**config.mk**
```make
export PLATFORM = sky130hd
export DESIGN_NAME = pfu_measrcv_flat
export DESIGN_NICKNAME = d
export VERILOG_FILES = /design/src/rtl/pfu_measrcv_if.sv /design/src/rtl/pfu_measrcv.sv /design/src/flat_wrapper.sv
export SDC_FILE = /design/constraint.sdc
export NUM_CORES = 1
export LEC_CHECK = 0
export ABC_AREA = 0
export ABC_CLOCK_PERIOD_IN_PS = 1500
export CAP_MARGIN = 0
export CORE_MARGIN = 3
export CORE_UTILIZATION = 44
export DETAILED_ROUTE_END_ITERATION = 10
export GPL_ROUTABILITY_DRIVEN = 0
export PLACE_DENSITY = 0.92
export SLEW_MARGIN = 20
export SYNTH_ARGS = -nofsm -noshare
export SYNTH_HDL_FRONTEND = slang
export SYNTH_SLANG_ARGS = --single-unit
export TNS_END_PERCENT = 50
```
**constraint.sdc**
```tcl
create_clock -name clk -period 1.5 [get_ports clk]
set_input_delay 0.225 -clock clk [delete_from_list [all_inputs] [get_ports clk]]
set_output_delay 0.225 -clock clk [all_outputs]
set_load 0.005 [all_outputs]
```
**src/rtl/pfu_measrcv_if.sv**
```systemverilog
// ============================================================================
// Module      : pfu_measrcv_if
// Description : Bundle for the measurement-return collector: job start,
//               per-qubit result beats, raster position and logical result.
// Revision    : 1.0 - initial release
// ============================================================================
`default_nettype none

`ifndef OPCODE_BW
  `define OPCODE_BW 6
`endif
`ifndef UCADDR_BW
  `define UCADDR_BW 4
`endif
`ifndef QBADDR_BW
  `define QBADDR_BW 2
`endif
`ifndef LQI_OPCODE
  `define LQI_OPCODE 6'h01
`endif
`ifndef LQM_X_OPCODE
  `define LQM_X_OPCODE 6'h02
`endif
`ifndef LQM_Y_OPCODE
  `define LQM_Y_OPCODE 6'h03
`endif
`ifndef LQM_Z_OPCODE
  `define LQM_Z_OPCODE 6'h04
`endif
`ifndef MEAS_INTMD_OPCODE
  `define MEAS_INTMD_OPCODE 6'h05
`endif

interface pfu_measrcv_if #(
  parameter int PCHIDX_BW = 6,
  parameter int CNT_BW    = 5
);
  // job start
  logic                   start_valid;
  logic                   start_ready;
  logic [`OPCODE_BW-1:0]  start_opcode;
  logic [PCHIDX_BW-1:0]   start_pchidx;
  // result beats from the qubit plane
  logic                   meas_valid;
  logic                   meas_ready;
  logic                   meas_bit;
  logic                   meas_mask;
  logic                   meas_pf;
  // raster position of the next expected beat
  logic [`UCADDR_BW-1:0]  cur_ucrow;
  logic [`UCADDR_BW-1:0]  cur_uccol;
  logic [`QBADDR_BW-1:0]  cur_qbidx;
  // logical outcome
  logic                   result_valid;
  logic                   result_ready;
  logic                   result_bit;
  logic [PCHIDX_BW-1:0]   result_pchidx;
  logic [`OPCODE_BW-1:0]  result_opcode;
  logic [CNT_BW-1:0]      result_nmask;
  logic                   result_err;

  // upstream side: issues jobs, streams beats, consumes results
  modport master (
    output start_valid, start_opcode, start_pchidx,
    output meas_valid, meas_bit, meas_mask, meas_pf,
    output result_ready,
    input  start_ready, meas_ready,
    input  cur_ucrow, cur_uccol, cur_qbidx,
    input  result_valid, result_bit, result_pchidx, result_opcode,
    input  result_nmask, result_err
  );

  // collector side
  modport slave (
    input  start_valid, start_opcode, start_pchidx,
    input  meas_valid, meas_bit, meas_mask, meas_pf,
    input  result_ready,
    output start_ready, meas_ready,
    output cur_ucrow, cur_uccol, cur_qbidx,
    output result_valid, result_bit, result_pchidx, result_opcode,
    output result_nmask, result_err
  );
endinterface

`default_nettype wire

```
**src/rtl/pfu_measrcv.sv**
```systemverilog
// ============================================================================
// Module      : pfu_measrcv
// Description : Measurement-return collector. Walks the (ucrow, uccol, qbidx)
//               raster of a patch, XOR-accumulates masked, frame-corrected
//               result bits into one logical outcome and hands it upstream.
// Revision    : 1.0 - initial release
// ============================================================================
`default_nettype none

`ifndef OPCODE_BW
  `define OPCODE_BW 6
`endif
`ifndef UCADDR_BW
  `define UCADDR_BW 4
`endif
`ifndef QBADDR_BW
  `define QBADDR_BW 2
`endif
`ifndef LQI_OPCODE
  `define LQI_OPCODE 6'h01
`endif
`ifndef LQM_X_OPCODE
  `define LQM_X_OPCODE 6'h02
`endif
`ifndef LQM_Y_OPCODE
  `define LQM_Y_OPCODE 6'h03
`endif
`ifndef LQM_Z_OPCODE
  `define LQM_Z_OPCODE 6'h04
`endif
`ifndef MEAS_INTMD_OPCODE
  `define MEAS_INTMD_OPCODE 6'h05
`endif

module pfu_measrcv #(
  parameter int NUM_UCROW = 2,
  parameter int NUM_UCCOL = 2,
  parameter int PCHIDX_BW = 6
) (
  input  logic          clk,
  input  logic          rst,
  pfu_measrcv_if.slave  bus
);

  localparam int c_total  = NUM_UCROW * NUM_UCCOL * 4;
  localparam int c_cnt_bw = $clog2(c_total + 1);
  localparam logic [c_cnt_bw-1:0] c_last   = c_cnt_bw'(c_total - 1);
  localparam logic [c_cnt_bw-1:0] c_uccols = c_cnt_bw'(NUM_UCCOL);

  typedef enum logic [1:0] {
    S_IDLE    = 2'd0,
    S_COLLECT = 2'd1,
    S_DONE    = 2'd2
  } state_t;

  state_t                 r_state;
  state_t                 w_next;
  logic [c_cnt_bw-1:0]    r_cnt;
  logic [c_cnt_bw-1:0]    r_nmask;
  logic                   r_parity;
  logic                   r_err;
  logic [PCHIDX_BW-1:0]   r_pchidx;
  logic [`OPCODE_BW-1:0]  r_opcode;

  logic                   w_start_ready;
  logic                   w_meas_ready;
  logic                   w_result_valid;
  logic                   w_start_fire;
  logic                   w_beat;
  logic                   w_op_valid;
  logic [c_cnt_bw-1:0]    w_unit;

  // Only the measurement family of opcodes collects beats; anything else
  // is reported back as an error without touching the qubit stream.
  assign w_op_valid = (bus.start_opcode == `LQM_X_OPCODE) ||
                      (bus.start_opcode == `LQM_Y_OPCODE) ||
                      (bus.start_opcode == `LQM_Z_OPCODE) ||
                      (bus.start_opcode == `MEAS_INTMD_OPCODE);

  assign w_start_fire = bus.start_valid & w_start_ready;
  assign w_beat       = bus.meas_valid & w_meas_ready;

  // State register
  always_ff @(posedge clk or posedge rst) begin
    if (rst) r_state <= S_IDLE;
    else     r_state <= w_next;
  end

  // Next-state and handshake decodes; all depend on state only
  always_comb begin
    w_next         = r_state;
    w_start_ready  = 1'b0;
    w_meas_ready   = 1'b0;
    w_result_valid = 1'b0;
    case (r_state)
      S_IDLE: begin
        w_start_ready = 1'b1;
        if (bus.start_valid) w_next = w_op_valid ? S_COLLECT : S_DONE;
      end
      S_COLLECT: begin
        w_meas_ready = 1'b1;
        if (w_beat && (r_cnt == c_last)) w_next = S_DONE;
      end
      S_DONE: begin
        w_result_valid = 1'b1;
        if (bus.result_ready) w_next = S_IDLE;
      end
      default: w_next = S_IDLE;
    endcase
  end

  // Job latch, beat counter and masked parity accumulation
  always_ff @(posedge clk or posedge rst) begin
    if (rst) begin
      r_cnt    <= '0;
      r_nmask  <= '0;
      r_parity <= 1'b0;
      r_err    <= 1'b0;
      r_pchidx <= '0;
      r_opcode <= '0;
    end else if (w_start_fire) begin
      r_opcode <= bus.start_opcode;
      r_pchidx <= bus.start_pchidx;
      r_cnt    <= '0;
      r_nmask  <= '0;
      r_parity <= 1'b0;
      r_err    <= ~w_op_valid;
    end else if (w_beat) begin
      r_cnt <= r_cnt + c_cnt_bw'(1);
      if (bus.meas_mask) begin
        r_parity <= r_parity ^ bus.meas_bit ^ bus.meas_pf;
        r_nmask  <= r_nmask + c_cnt_bw'(1);
      end
    end
  end

  // Raster position: qbidx is the fastest index, then column, then row.
  assign w_unit = r_cnt >> 2;

  // Position decode, forced to zero whenever no beats are being collected
  always_comb begin
    bus.cur_qbidx = '0;
    bus.cur_uccol = '0;
    bus.cur_ucrow = '0;
    if (r_state == S_COLLECT) begin
      bus.cur_qbidx = r_cnt[1:0];
      bus.cur_uccol = `UCADDR_BW'(w_unit % c_uccols);
      bus.cur_ucrow = `UCADDR_BW'(w_unit / c_uccols);
    end
  end

  // rst gates start_ready so no job is offered acceptance during reset.
  assign bus.start_ready   = w_start_ready & ~rst;
  assign bus.meas_ready    = w_meas_ready;
  assign bus.result_valid  = w_result_valid;
  assign bus.result_bit    = r_parity;
  assign bus.result_pchidx = r_pchidx;
  assign bus.result_opcode = r_opcode;
  assign bus.result_nmask  = r_nmask;
  assign bus.result_err    = r_err;

endmodule

`default_nettype wire

```
**src/flat_wrapper.sv**
```systemverilog
// flat-port wrapper written by rule: the top's interface ports become plain ports
module pfu_measrcv_flat 
#(
  parameter int NUM_UCROW = 2,
  parameter int NUM_UCCOL = 2,
  parameter int PCHIDX_BW = 6
)
  (clk, rst, bus_start_valid, bus_start_opcode, bus_start_pchidx, bus_meas_valid, bus_meas_bit, bus_meas_mask, bus_meas_pf, bus_result_ready, bus_start_ready, bus_meas_ready, bus_cur_ucrow, bus_cur_uccol, bus_cur_qbidx, bus_result_valid, bus_result_bit, bus_result_pchidx, bus_result_opcode, bus_result_nmask, bus_result_err);
  pfu_measrcv_if #(.PCHIDX_BW(PCHIDX_BW), .CNT_BW(5)) bus_i ();
  input  logic clk;
  input  logic rst;
  input wire logic [$bits(bus_i.start_valid)-1:0] bus_start_valid;
  input wire logic [$bits(bus_i.start_opcode)-1:0] bus_start_opcode;
  input wire logic [$bits(bus_i.start_pchidx)-1:0] bus_start_pchidx;
  input wire logic [$bits(bus_i.meas_valid)-1:0] bus_meas_valid;
  input wire logic [$bits(bus_i.meas_bit)-1:0] bus_meas_bit;
  input wire logic [$bits(bus_i.meas_mask)-1:0] bus_meas_mask;
  input wire logic [$bits(bus_i.meas_pf)-1:0] bus_meas_pf;
  input wire logic [$bits(bus_i.result_ready)-1:0] bus_result_ready;
  output wire logic [$bits(bus_i.start_ready)-1:0] bus_start_ready;
  output wire logic [$bits(bus_i.meas_ready)-1:0] bus_meas_ready;
  output wire logic [$bits(bus_i.cur_ucrow)-1:0] bus_cur_ucrow;
  output wire logic [$bits(bus_i.cur_uccol)-1:0] bus_cur_uccol;
  output wire logic [$bits(bus_i.cur_qbidx)-1:0] bus_cur_qbidx;
  output wire logic [$bits(bus_i.result_valid)-1:0] bus_result_valid;
  output wire logic [$bits(bus_i.result_bit)-1:0] bus_result_bit;
  output wire logic [$bits(bus_i.result_pchidx)-1:0] bus_result_pchidx;
  output wire logic [$bits(bus_i.result_opcode)-1:0] bus_result_opcode;
  output wire logic [$bits(bus_i.result_nmask)-1:0] bus_result_nmask;
  output wire logic [$bits(bus_i.result_err)-1:0] bus_result_err;
  assign bus_i.start_valid = bus_start_valid;
  assign bus_i.start_opcode = bus_start_opcode;
  assign bus_i.start_pchidx = bus_start_pchidx;
  assign bus_i.meas_valid = bus_meas_valid;
  assign bus_i.meas_bit = bus_meas_bit;
  assign bus_i.meas_mask = bus_meas_mask;
  assign bus_i.meas_pf = bus_meas_pf;
  assign bus_i.result_ready = bus_result_ready;
  assign bus_start_ready = bus_i.start_ready;
  assign bus_meas_ready = bus_i.meas_ready;
  assign bus_cur_ucrow = bus_i.cur_ucrow;
  assign bus_cur_uccol = bus_i.cur_uccol;
  assign bus_cur_qbidx = bus_i.cur_qbidx;
  assign bus_result_valid = bus_i.result_valid;
  assign bus_result_bit = bus_i.result_bit;
  assign bus_result_pchidx = bus_i.result_pchidx;
  assign bus_result_opcode = bus_i.result_opcode;
  assign bus_result_nmask = bus_i.result_nmask;
  assign bus_result_err = bus_i.result_err;
  pfu_measrcv #(.NUM_UCROW(NUM_UCROW), .NUM_UCCOL(NUM_UCCOL), .PCHIDX_BW(PCHIDX_BW)) u_core (.clk(clk), .rst(rst), .bus(bus_i));
endmodule
```
# == Word level (Yosys, flattened, before mapping) ==
# Index checks and enable logic that the tools add are counted.
# word_totals
latch_bits,0
mem_bits_rw,0
n_memories,0
regBits,26
output_inout_bits,32
mem_bits_ro,0
# classes
n_div,0
n_eq_ne,10
order_cmp,0
n_mux,19
shift,0
bitwise,7
addsub,2
mul,0
n_reduce_logical,9
# ops
operator,count
$mux W5,5
$eq A6 B2 Y1 const B,2
$eq A6 B3 Y1 const B,2
$mux W2,6
$add A5 B1 Y5 const B,2
$mux W1,7
$pmux W2 S3,1
$eq A5 B4 Y1 const B,1
$ne A2 B2 Y1 const B,2
$reduce_bool A2 Y1,2
$and A1 B1 Y1,3
$logic_or A1 B1 Y1,3
$reduce_and A3 Y1,1
$eq A2 B1 Y1 const B,1
$eq A2 B2 Y1 const B,1
$logic_not A2 Y1,1
$ne A2 B1 Y1 const B,1
$not A1 Y1,2
$reduce_and A2 Y1,1
$xor A1 B1 Y1,2
$logic_and A1 B1 Y1,1

# == Depth between registers and ports, before layout ==
# logic_depth
ltp_word,7
mapped_depth,6

# == Least setup slack after synthesis ==
# No wires, ideal clock.
# synth_timing
kind,reg-to-reg
from,register u_core.r_cnt[0]
to,register u_core.r_state[1]
arrival_time_ps,1166
slack_ps,208
setup_ps,126
required_ps,1374
stages_incl_launch_ff,6
cell_sequence,dfrtp_1 ha_1 and3_1 ha_1 a32oi_1 o21ai_1
# synth_between
elab_chain_len,4
# synth_rtl
element,line,text
from (decl),pfu_measrcv.sv:58,logic [c_cnt_bw-1:0] r_cnt;
from (signal assigned),pfu_measrcv.sv:129,r_cnt <= r_cnt + c_cnt_bw'(1);
$eq A5 B4 Y1,pfu_measrcv.sv:102,if (w_beat && (r_cnt == c_last)) w_next = S_DONE;
$logic_and A1 B1 Y1,pfu_measrcv.sv:102,
$ne A2 B1 Y1 (no source line),n/a,
$reduce_and A3 Y1 (no source line),n/a,
to (signal assigned),pfu_measrcv.sv:86,else r_state <= w_next;
to (decl),pfu_measrcv.sv:56,state_t r_state;
# No other way between the ends.
# A chain may end at the register's enable or synchronous reset.

# == Final worst setup path ==
# layout_timing
from,register u_core.r_state[0]
to,output port bus_cur_qbidx[0]
# layout_between
elab_chain_len,2
# layout_rtl
element,line,text
$eq A2 B1 Y1,pfu_measrcv.sv:145,if (r_state == S_COLLECT) begin
$mux W2,pfu_measrcv.sv:145,
to (decl),flat_wrapper.sv:24,output wire logic [$bits(bus_i.cur_qbidx)-1:0] bus_cur_qbidx;
# No other way between the ends.

==> impl_metrics.py <==
metrics = {
    "power": {
        "p_comb_frac": 0.390,
        "intPower_w": 0.00139,
        "power_density_mw_per_mm2": 940,
        "p_sw_frac": 0.308,
        "p_leak_nw": 1.15,
        "p_clk_frac": 0.150,
        "seqPwrFrac": 0.460,
        "vdd_drop_max_mv": 0.899,
        "p_sw_w": 0.000619,
    },
    "global_route": {
        "grt_pass1_vias": 1192,
        "overflow": 0,
        "antenna_found_initial": 0,
        "grt_pass1_wl_mm": 5.34,
        "track_usage": 0.189,
        "grt_max_degree": 27,
    },
    "final_layout": {
        "area_delta_synth_final_pct": 54.4,
        "postLayoutCoreUtil": 0.743,
        "antennaDiodeCount": 0,
        "layout-drive-gt1-share": 0.291,
        "layout_common_cells": "29 x clkdlybuf4s50_1, 26 x dfrtp_1, 23 x nand2_1",
        "nets": 228,
        "final_common_cell": "clkdlybuf4s50_1",
    },
    "clock_network": {
        "clkTransAtPathRegs_ns": 0.14,
        "numCtsBuffers": 3,
        "cts.htree.levels": 1,
        "insertion_delay_ns": 0.33,
        "cts_tree": "built",
        "clk_path_buf_depth": 2,
        "cts.sinks": 26,
        "cts_root_buf": "clkbuf_4",
    },
    "synthesis": {
        "synth.distinct_cells": 36,
        "ys_ff_latch": 26,
        "synth_area_mm2": 0.00138,
        "synthCells": 140,
        "yosysSeqAreaShare": 0.470,
        "synth.avg_cell_area_um2": 9.88,
        "yosysWarnings": 0,
    },
    "timing": {
        "rsz0062_at_grt": "true",
        "finalHoldViolCount": 0,
        "whs_ns": 0.288,
        "slew_viol_final": 0,
        "setup_viol": 14,
        "skew_ns": 0.0129,
        "fin_crit_sh": 1.06,
        "fmax_mhz": 631,
        "min_period_ns": 1.59,
        "layout_setup_ws_ns": -0.0854,
    },
    "setup_path": {
        "end_kind": "output pin",
        "cpPeakStageDelay_ns": 0.42,
        "crit_buf_inv": 3,
        "r2r_slack_ns": -0.07,
        "cp.arrival_ns": 1.36,
        "worstSetupPathType": "reg2out",
        "cp_common_cell": "buf_6",
        "startpoint_type": "flip-flop",
        "required_ns": 1.27,
        "cp_slowest_cell": "dfrtp_1",
        "path_cells": "nor2b_4, buf_6, buf_6, and2_1, buf_2",
        "crit_path_max_fanout": 4,
        "cpLargestDelayFamily": "flip-flops",
    },
    "detailed_routing": {
        "drt-wirelength-per-cell_um": 15.5,
        "ant_nets": 0,
        "drc": 0,
        "vias": 1201,
        "first_iter_violations": 38,
        "vias_per_cell": 4.90,
        "first_pass_iters": 4,
        "drt_wl_total_mm": 3.79,
    },
    "die": {
        "fp.dieH_um": 62.1,
        "dieArea_mm2": 0.00385,
        "initial_core_util": 0.481,
        "rows": 19,
        "core_area_mm2": 0.00288,
        "dieWidth_um": 62.1,
        "io_pins": 52,
    },
    "place": {
        "pre_cts_ws_ns": -0.181,
        "portBuffers": 46,
        "dp_hpwl_mm": 2.46,
    },
    "flow_run": {
        "max-cap-violations": 0,
    },
    "hold_path": {
        "hold_class": "in2async",
    },
    "outcome": {
        "failed_checks": "negative setup slack",
        "status": "complete, but fails checks",
    },
}
[cell type report]
| class | count | area [µm²] |
|---|---|---|
| sequential | 26 | 651 |
| tap | 42 | 52.6 |
| clock buffer | 3 | 22.5 |
| fill | 207 | 739 |
| inverter | 3 | 11.3 |
| multi-input combinational | 103 | 701 |
| timing repair buffer | 68 | 699 |
[worst paths after layout]
path / startpoint / endpoint / cells past startpoint
worst min-delay path: rst / u_core.r_cnt[1] / 3
worst min register to register: u_core.bus.result_pchidx[3] / u_core.bus.result_pchidx[3] / 2
worst max register to register: u_core.r_state[1] / u_core.bus.result_nmask[4] / 6
worst max-delay path: u_core.r_state[0] / bus_cur_qbidx[0] / 5
min in group clk: bus_start_pchidx[5] / u_core.bus.result_pchidx[5] / 3
max in group asynchronous: rst / u_core.bus.result_opcode[0] / 3
[cell usage after synthesis (all sizes together)]
cell,number,area [µm²]
a32oi,1,8.76
nand3b,1,20.0
a21boi,1,7.51
o21ba,1,10.0
o21ai,6,30.0
a2111o,1,11.3
and2,5,31.3
nand4b,2,32.5
mux2i,2,20.0
a32o,1,10.0
a21oi,5,25.0
nor3,2,10.0
a211oi,1,7.51
buf,12,111
nor3b,1,12.5
o2bb2ai,1,8.76
or3b,1,8.76
conb,1,3.75
xnor2,2,17.5
ha,3,37.5
nand3,3,15.0
nand2,40,175
or3,4,25.0
inv,3,11.3
xor2,3,26.3
and3,1,6.26
nand2b,3,18.8
nor2b,2,12.5
nor2,5,18.8
dfrtp,26,651
[power groups by stage]
stage	clock, W	combinational [W]	sequential (W)
after floorplan	0	0.000278	0.000920
after global placement	0	0.000638	0.000909
after detailed placement	0	0.000655	0.000914
after CTS	0.000295	0.000690	0.000909
after global routing	0.000327	0.000841	0.000938
final	0.000301	0.000783	0.000924
[flip-flops by register name (all words and copies together) (netlist names)]
signal,count
u_core.bus.result_pchidx,6
u_core.r_cnt,5
u_core.bus.result_err,1
u_core.bus.result_opcode,6
u_core.r_state,2
u_core.bus.result_bit,1
u_core.bus.result_nmask,5
[repair_timing]
item / 4_1_cts / 5_1_grt
setup endpoints to repair: 10 / 31
buffers inserted: 6 / 3
pin swaps: 2 / 17
hold buffers: 0 / 0
gates resized for setup: 36 / 30
cloned: 0 / 2
[metrics by stage]
step	power (W)	setup TNS, ns	instance area, µm²	std cells
after detailed placement	0.00157	-1.53	1920	232
final	0.00201	-0.364	2140	245
after floorplan	0.00120	0	1400	144
after global routing	0.00211	-1.42	2140	245
after global placement	0.00155	-0.539	1920	232
after CTS	0.00189	-0.263	1990	241
[cell families (layout without fill, tap and decap cells)]
logic type,after synthesis,in the layout,synth area share
mux,2,2,0.0145
other cells,1,5,0.00271
compound gates,18,18,0.0859
fa+ha+maj,3,3,0.0271
xor+xnor,5,5,0.0317
buf+inv,15,74,0.0886
simple gates,70,70,0.279
flops,26,26,0.470
[worst reg2reg max path: stages (launching register included)]
cell      delay, ns
dfrtp_1        0.44
buf_6          0.13
buf_6          0.12
or3b_4         0.42
buf_12         0.16
nand2b_1       0.09
mux2i_1        0.09
[per-layer routing]
metal / GRT usage / up-vias / routed length (µm)
met1: 0.234 / 562 / 1440
met2: 0.345 / 52 / 2030
met4: 0.0455 / 0 / 63
met5: 0 / - / 0
met3: 0.0248 / 7 / 260
li1: - / 580 / -
Power figures use the tool's default switching activity.
